## src/rtl/serial_add_ctrl.sv

```systemverilog
// Two-requester, round-robin arbitrated bit-serial adder (LSB first, one bit per clock).
// Optional signed-overflow output `ovf` when SERIAL_ADD_CTRL_OVF_EN is defined.
module serial_add_ctrl #(
   parameter int WIDTH = 8
) (
   input  logic             clk,
   input  logic             rst_n,
   input  logic [1:0]       req,
   input  logic [WIDTH-1:0] a0,
   input  logic [WIDTH-1:0] b0,
   input  logic [WIDTH-1:0] a1,
   input  logic [WIDTH-1:0] b1,
   output logic [1:0]       gnt,
   output logic             busy,
   output logic [1:0]       done,
   output logic [WIDTH-1:0] sum,
   output logic             cout
`ifdef SERIAL_ADD_CTRL_OVF_EN
   ,
   output logic             ovf
`endif
);

   localparam int CW = (WIDTH > 1) ? $clog2(WIDTH) : 1;

   typedef enum logic [1:0] {
      IDLE,
      LOAD,
      SHIFT,
      DONE
   } state_t;

   state_t           state;
   logic [WIDTH-1:0] a_sr;
   logic [WIDTH-1:0] b_sr;
   logic             carry;
   logic [CW-1:0]    cnt;
   logic             rr_ptr;   // requester that wins when both request

   logic [1:0]       pick;
   logic             hs1, hc1, hs2, hc2, carry_nxt;
   logic             last_bit;

   // NOTE: every always_comb output gets a default first so no latch is inferred.
   always_comb begin
      pick = 2'b00;
      case (req)
         2'b01:   pick = 2'b01;
         2'b10:   pick = 2'b10;
         2'b11:   pick = rr_ptr ? 2'b10 : 2'b01;
         default: pick = 2'b00;
      endcase
   end

   // Two cascaded half adders form the full-add cell for the current bit.
   always_comb begin
      hs1       = a_sr[0] ^ b_sr[0];
      hc1       = a_sr[0] & b_sr[0];
      hs2       = hs1 ^ carry;
      hc2       = hs1 & carry;
      carry_nxt = hc1 | hc2;
      last_bit  = (cnt == CW'(WIDTH - 1));
   end

   // NOTE: sequential state uses non-blocking assignments so every register samples pre-edge values.
   always_ff @(posedge clk or negedge rst_n) begin
      if (!rst_n) begin
         state  <= IDLE;
         gnt    <= '0;
         busy   <= 1'b0;
         done   <= '0;
         sum    <= '0;
         cout   <= 1'b0;
`ifdef SERIAL_ADD_CTRL_OVF_EN
         ovf    <= 1'b0;
`endif
         a_sr   <= '0;
         b_sr   <= '0;
         carry  <= 1'b0;
         cnt    <= '0;
         rr_ptr <= 1'b0;
      end else begin
         done <= '0;
         case (state)
            IDLE: begin
               if (req != 2'b00) begin
                  gnt    <= pick;
                  busy   <= 1'b1;
                  rr_ptr <= pick[0];
                  state  <= LOAD;
               end
            end
            LOAD: begin
               a_sr  <= gnt[1] ? a1 : a0;
               b_sr  <= gnt[1] ? b1 : b0;
               carry <= 1'b0;
               cnt   <= '0;
               sum   <= '0;
               cout  <= 1'b0;
`ifdef SERIAL_ADD_CTRL_OVF_EN
               ovf   <= 1'b0;
`endif
               state <= SHIFT;
            end
            SHIFT: begin
               a_sr  <= a_sr >> 1;
               b_sr  <= b_sr >> 1;
               sum   <= {hs2, sum[WIDTH-1:1]};
               carry <= carry_nxt;
               cnt   <= cnt + 1'b1;
               if (last_bit) begin
                  cout  <= carry_nxt;
`ifdef SERIAL_ADD_CTRL_OVF_EN
                  ovf   <= carry ^ carry_nxt;   // carry into MSB vs carry out of MSB
`endif
                  done  <= gnt;
                  state <= DONE;
               end
            end
            DONE: begin
               gnt   <= '0;
               busy  <= 1'b0;
               state <= IDLE;
            end
            default: state <= IDLE;
         endcase
      end
   end

   a_gnt_onehot: assert property (@(posedge clk) disable iff (!rst_n) $onehot0(gnt));
   a_done_in_gnt: assert property (@(posedge clk) disable iff (!rst_n) (done & ~gnt) == 2'b00);

endmodule
```

## config.mk

```make
export PLATFORM = sky130hd
export DESIGN_NAME = serial_add_ctrl
export DESIGN_NICKNAME = d
export VERILOG_FILES = /design/src/rtl/serial_add_ctrl.sv
export SDC_FILE = /design/constraint.sdc
export NUM_CORES = 1
export LEC_CHECK = 0
export BUFFER_PORTS_ARGS = -buffer_cell sky130_fd_sc_hd__buf_2
export CAP_MARGIN = 20
export CORE_AREA = 2 2 73 75
export CTS_CLUSTER_SIZE = 14
export DETAILED_ROUTE_END_ITERATION = 12
export DIE_AREA = 0 0 75 77
export MAX_ROUTING_LAYER = met4
export SLEW_MARGIN = 20
export SYNTH_ARGS = -nofsm -noshare
export SYNTH_HDL_FRONTEND = slang
export SYNTH_SLANG_ARGS = --single-unit
```

## constraint.sdc

```tcl
create_clock -name clk -period 2.6 [get_ports clk]
set_input_delay 0.52 -clock clk [delete_from_list [all_inputs] [get_ports clk]]
set_output_delay 0.52 -clock clk [all_outputs]
set_load 0.1 [all_outputs]
```

Yosys cells after proc, flatten, opt, wreduce, memory -nomap -nowiden
Cells that the tools add are included.

Logic and storage cells: 54. Output and inout bits: 14. Bits in registers: 37. Input port bits: 36.

Muxes and demuxes: 20. Reduce and logical (&&, ||, !) cells: 8. Equal/unequal tests: 9. Add/subtract/negate cells: 1. Bitwise operators: 5.

Operator list (number): 8-bit one-hot mux with 2 select lines (3); 8-bit 2-to-1 mux (2); 2-bit 2-to-1 mux (6); 2-bit == test, second input constant (4); 2-bit one-hot mux with 4 select lines (1); 2-bit AND reduction (4); 1-bit one-hot mux with 2 select lines (3); 2-bit one-hot mux with 3 select lines (1); 3-bit one-hot mux with 2 select lines (1); 2-bit nonzero test (3); 2-bit by 1-bit == test with 1-bit output, second input constant (2); 2-bit inequality test, second input constant (2); 2-bit one-hot mux with 2 select lines (1); 3-bit by 1-bit adder with 3-bit output, second input constant (1); 3-bit == test, second input constant (1); 1-bit bitwise AND (2); 2-bit logical NOT (1); 1-bit 2-to-1 mux (2); 1-bit XOR (2); 1-bit bitwise OR (1).

Depth between registers and ports, before layout
Depth after elaboration: 5. Depth in mapped cells: 7. Mapped depth without buffers: 5.

Worst setup path after synthesis
OpenSTA, ideal clock, no wires.

Kind: register to register. From: register gnt[1]. To: register b_sr[7]. Data required time: 2.471 ns. Arrival: 1.646 ns. Path slack: 0.825 ns. Setup time: 0.129 ns. Buffers on the path: 2. Period minus slack after synthesis: 1.775 ns. Stages on the path, launching flop included: 5. Cells stage by stage: dfrtp_1 > buf_4 > buf_6 > mux2i_1 > o22ai_1.

Cells in the longest elaborated chain, start to end: 2.

RTL lines: start: declaration (RTL line 13) `output logic [1:0] gnt,`; start signal: assignment (RTL line 87) `gnt <= pick;`; 8-bit 2-to-1 mux (RTL line 95) `b_sr <= gnt[1] ? b1 : b0;`; 8-bit one-hot mux with 2 select lines (RTL line 84) `case (state)`; end signal: assignment (RTL line 95); end signal: assignment (RTL line 107) `b_sr <= b_sr >> 1;`; end: declaration (RTL line 35) `logic [WIDTH-1:0] b_sr;`.

Every way passes these cells. A chain may end at the register's enable or synchronous reset.

Worst setup path in the final report
From: register state[0]. To: register a_sr[2].

Cells in the longest elaborated chain, start to end: 2. Elaborated cells on any way between the ends: 4. Those cells by class: 2 x eq/ne; 1 x mux; 1 x reduce/logical.

RTL lines: start: declaration (RTL line 33) `state_t state;`; start signal: assignment (RTL line 68) `state <= IDLE;`; start signal: assignment (RTL line 90) `state <= LOAD;`; start signal: assignment (RTL line 103) `state <= SHIFT;`; 2-bit == test or 2-bit by 1-bit == test with 1-bit output (tied branches) (RTL line 84); 8-bit one-hot mux with 2 select lines or 2-bit nonzero test (tied branches); end signal: assignment (RTL line 94) `a_sr <= gnt[1] ? a1 : a0;`; end signal: assignment (RTL line 106) `a_sr <= a_sr >> 1;`; end: declaration (RTL line 34) `logic [WIDTH-1:0] a_sr;`.

Parallel ways exist; a longest one is shown, timed or not.

==> flow_metrics.py <==
metrics = {
    "yosys": {
        "synth_fa_ha_area_frac": 0.0557,
        "synthXorXnorAreaFrac": 0,
        "async_flop_share": 1.00,
        "yosys_warnings": 0,
        "synth_mux_area_frac": 0.0966,
        "synth_compound_area_frac": 0.159,
        "yosysSeqAreaShare": 0.480,
        "ys_top_cells_by_area": "dfrtp_1, mux2i_1, o21ai_0",
        "synth_top_cell_area_share": 0.480,
        "ys_types": 31,
        "synth_top_family_by_area": "compound AO/OA/AOI/OAI gates",
        "synth_edf_count": 0,
        "synth_nets": 225,
        "syn_area_mm2": 0.00193,
        "postSynthAreaPerCell_um2": 10.7,
        "synth-main-ff-cell": "dfrtp_1",
        "yosys.area_share.simple": 0.115,
        "syn_inst": 181,
        "ys_ff_latch": 37,
        "synth.largest_area_cell": "dfrtp_1",
    },
    "global_route": {
        "grt_max_degree": 38,
        "grt_use_total": 0.135,
        "grt_pass1_vias": 1310,
        "grt.overflow.total": 0,
        "antenna_found_initial": 0,
        "grt_pass1_wl_um": 5910,
    },
    "finish": {
        "area_growth_pct": 17.4,
        "final_core_util": 0.455,
        "final_nets": 272,
        "drive_gt1_frac": 0.281,
        "fillers": 492,
        "layout_commonest_cell": "buf_2",
        "antenna_cells": 0,
        "layout_common_cells": "buf_2, dfrtp_1, o21ai_0",
    },
    "flow_run": {
        "cap_violations": 0,
    },
    "timing": {
        "tns_ns": 0,
        "slew_violations": 0,
        "setup_viol_count_final": 0,
        "grt_setup_unrepaired": "false",
        "worst_pin_slew_ns": 0.805,
        "finClkSkew_ns": 0.00348,
        "max_freq_mhz": 600,
        "slew_headroom": 0.463,
        "finalCriticalPeriod_ns": 1.67,
        "post-route-period-util": 0.641,
        "hold_viol": 0,
    },
    "detailed_routing": {
        "drt_wl_total_um": 3290,
        "route.detailed.drc": 0,
        "routed-via-count": 1375,
        "first_pass_iters": 4,
        "vias_per_cell": 4.61,
        "drtIter0Drc": 81,
        "avgRoutedWirePerCell_um": 11.0,
        "final_antenna_net_count": 0,
    },
    "setup_path": {
        "reg2reg_from": "state[0]",
        "path_class": "flop to flop",
        "cp-end-kind": "flop",
        "arrival_ns": 1.87,
        "crit_required_ns": 2.80,
        "reg2reg_to": "a_sr[2]",
        "crit_fanout": 17,
        "worst_setup_path_start_kind": "flop",
        "reg2regPathDepth": 5,
        "r2r_slack_ns": 0.93,
    },
    "floorplan": {
        "row_count": 26,
        "design.core.area_mm2": 0.00498,
        "io_pins": 50,
        "die_y_um": 77,
        "die_w_um": 75,
        "initial_core_util": 0.388,
        "dieArea_mm2": 0.00578,
    },
    "pwr": {
        "p_leak_nw": 1.09,
        "power_density_mw_per_mm2": 1210,
        "power_mw": 2.74,
        "ir_drop_v": 0.000546,
    },
    "placed_design": {
        "place_congestion": 0.736,
        "hpwl_um": 2280,
        "numPortBuffers": 49,
    },
    "clock_network": {
        "clock_path_buffers": 2,
        "cts-root-buf": "clkbuf_8",
        "worst_skew_pair.late_latency_ns": 0.29,
        "ctsResizeCount": 0,
        "numCtsBuffers": 5,
        "htree_num_levels": 2,
        "cts.reportedPaths.clkPinSlew_ns": 0.07,
        "post_cts_buffers": 0,
        "cts_tree": "yes",
        "ctsHoldBuffers": 0,
        "clkSinkCount": 37,
    },
    "run_status": {
        "outcome": "finished clean",
    },
    "worst_hold_path": {
        "hold_class": "input port to async pin",
    },
}
-- Yosys cell counts, types with 2 or more instances --
cell      count
o22ai_1       2
nand2_1       2
nand3_1      12
o21ai_0      25
buf_6         3
inv_1        18
ha_1          7
dfrtp_1      37
buf_8         3
and3_1        2
buf_2         4
clkbuf_1      2
o21ai_1       3
and2b_1       5
mux2i_1      16
nor2b_1      10
a31oi_1      15
a32o_1        2
-- cell families (layout without fill, tap and decap cells) --
kind of cell             count (synthesis)  after routing
AND/OR/NAND/NOR                         35             35
AO/OA/AOI/OAI                           52             52
multiplexers                            18             18
adder cells (fa/ha/maj)                  8              8
flip-flops                              37             37
buffers and inverters                   31             78
-- registers in the layout, summed over array words and instances (netlist names) --
signal and flops:
gnt 2, cnt 3, cout 1, carry 1, b_sr 8, rr_ptr 1
busy 1, state 2, a_sr 8, sum 8, done 2
-- how the worst max path moves through the flow --
stage	from	to	slack [ns]
2_1_floorplan	gnt[1]	b_sr[7]	0.82
3_3_place_gp	state[0]	sum[7]	1.01
3_5_place_dp	state[0]	a_sr[0]	0.95
4_1_cts	state[0]	a_sr[0]	0.93
5_1_grt	state[0]	a_sr[0]	0.74
6_report	state[0]	a_sr[2]	0.93
-- worst max-delay path, cell delays in order (launching register included) --
cell	delay [ns]
dfrtp_1	0.41
inv_1	0.12
ha_1	0.53
buf_4	0.32
a31oi_1	0.10
o21ai_0	0.09
-- where the power goes --
part	leakage, nW	switching (mW)	internal [mW]
clock	0.0443	0.187	0.210
sequential	0.479	0.110	0.784
combinational	0.563	0.929	0.518
total	1.09	1.23	1.51
-- per-layer routing --
metal | GRT usage | up-vias | share of wire
met4 | 0.0375 | 0 | 0.014
met5 | - | - | 0
met2 | 0.185 | 41 | 0.41
li1 | - | 725 | -
met3 | 0.0473 | 6 | 0.058
met1 | 0.188 | 603 | 0.51
-- final cells by class --
type	count	area (um2)	area share
Clock buffer	7	86.3	0.0381
Timing Repair Buffer	53	275	0.121
Multi-Input combinational cell	113	823	0.363
Inverter	18	67.6	0.0298
Sequential cell	37	926	0.409
Tap cell	70	87.6	0.0387
-- stage by stage --
step | hold WS, ns | cell area, um2 | std cells | worst slack, ns
2_1_floorplan | 0.224 | 1930 | 181 | 0.825
3_3_place_gp | 0.480 | 2180 | 291 | 1.01
3_5_place_dp | 0.488 | 2180 | 291 | 0.945
4_1_cts | 0.354 | 2270 | 298 | 0.930
5_1_grt | 0.395 | 2270 | 298 | 0.743
6_report | 0.317 | 2270 | 298 | 0.934
No activity file was read; power rests on OpenSTA's default activity.
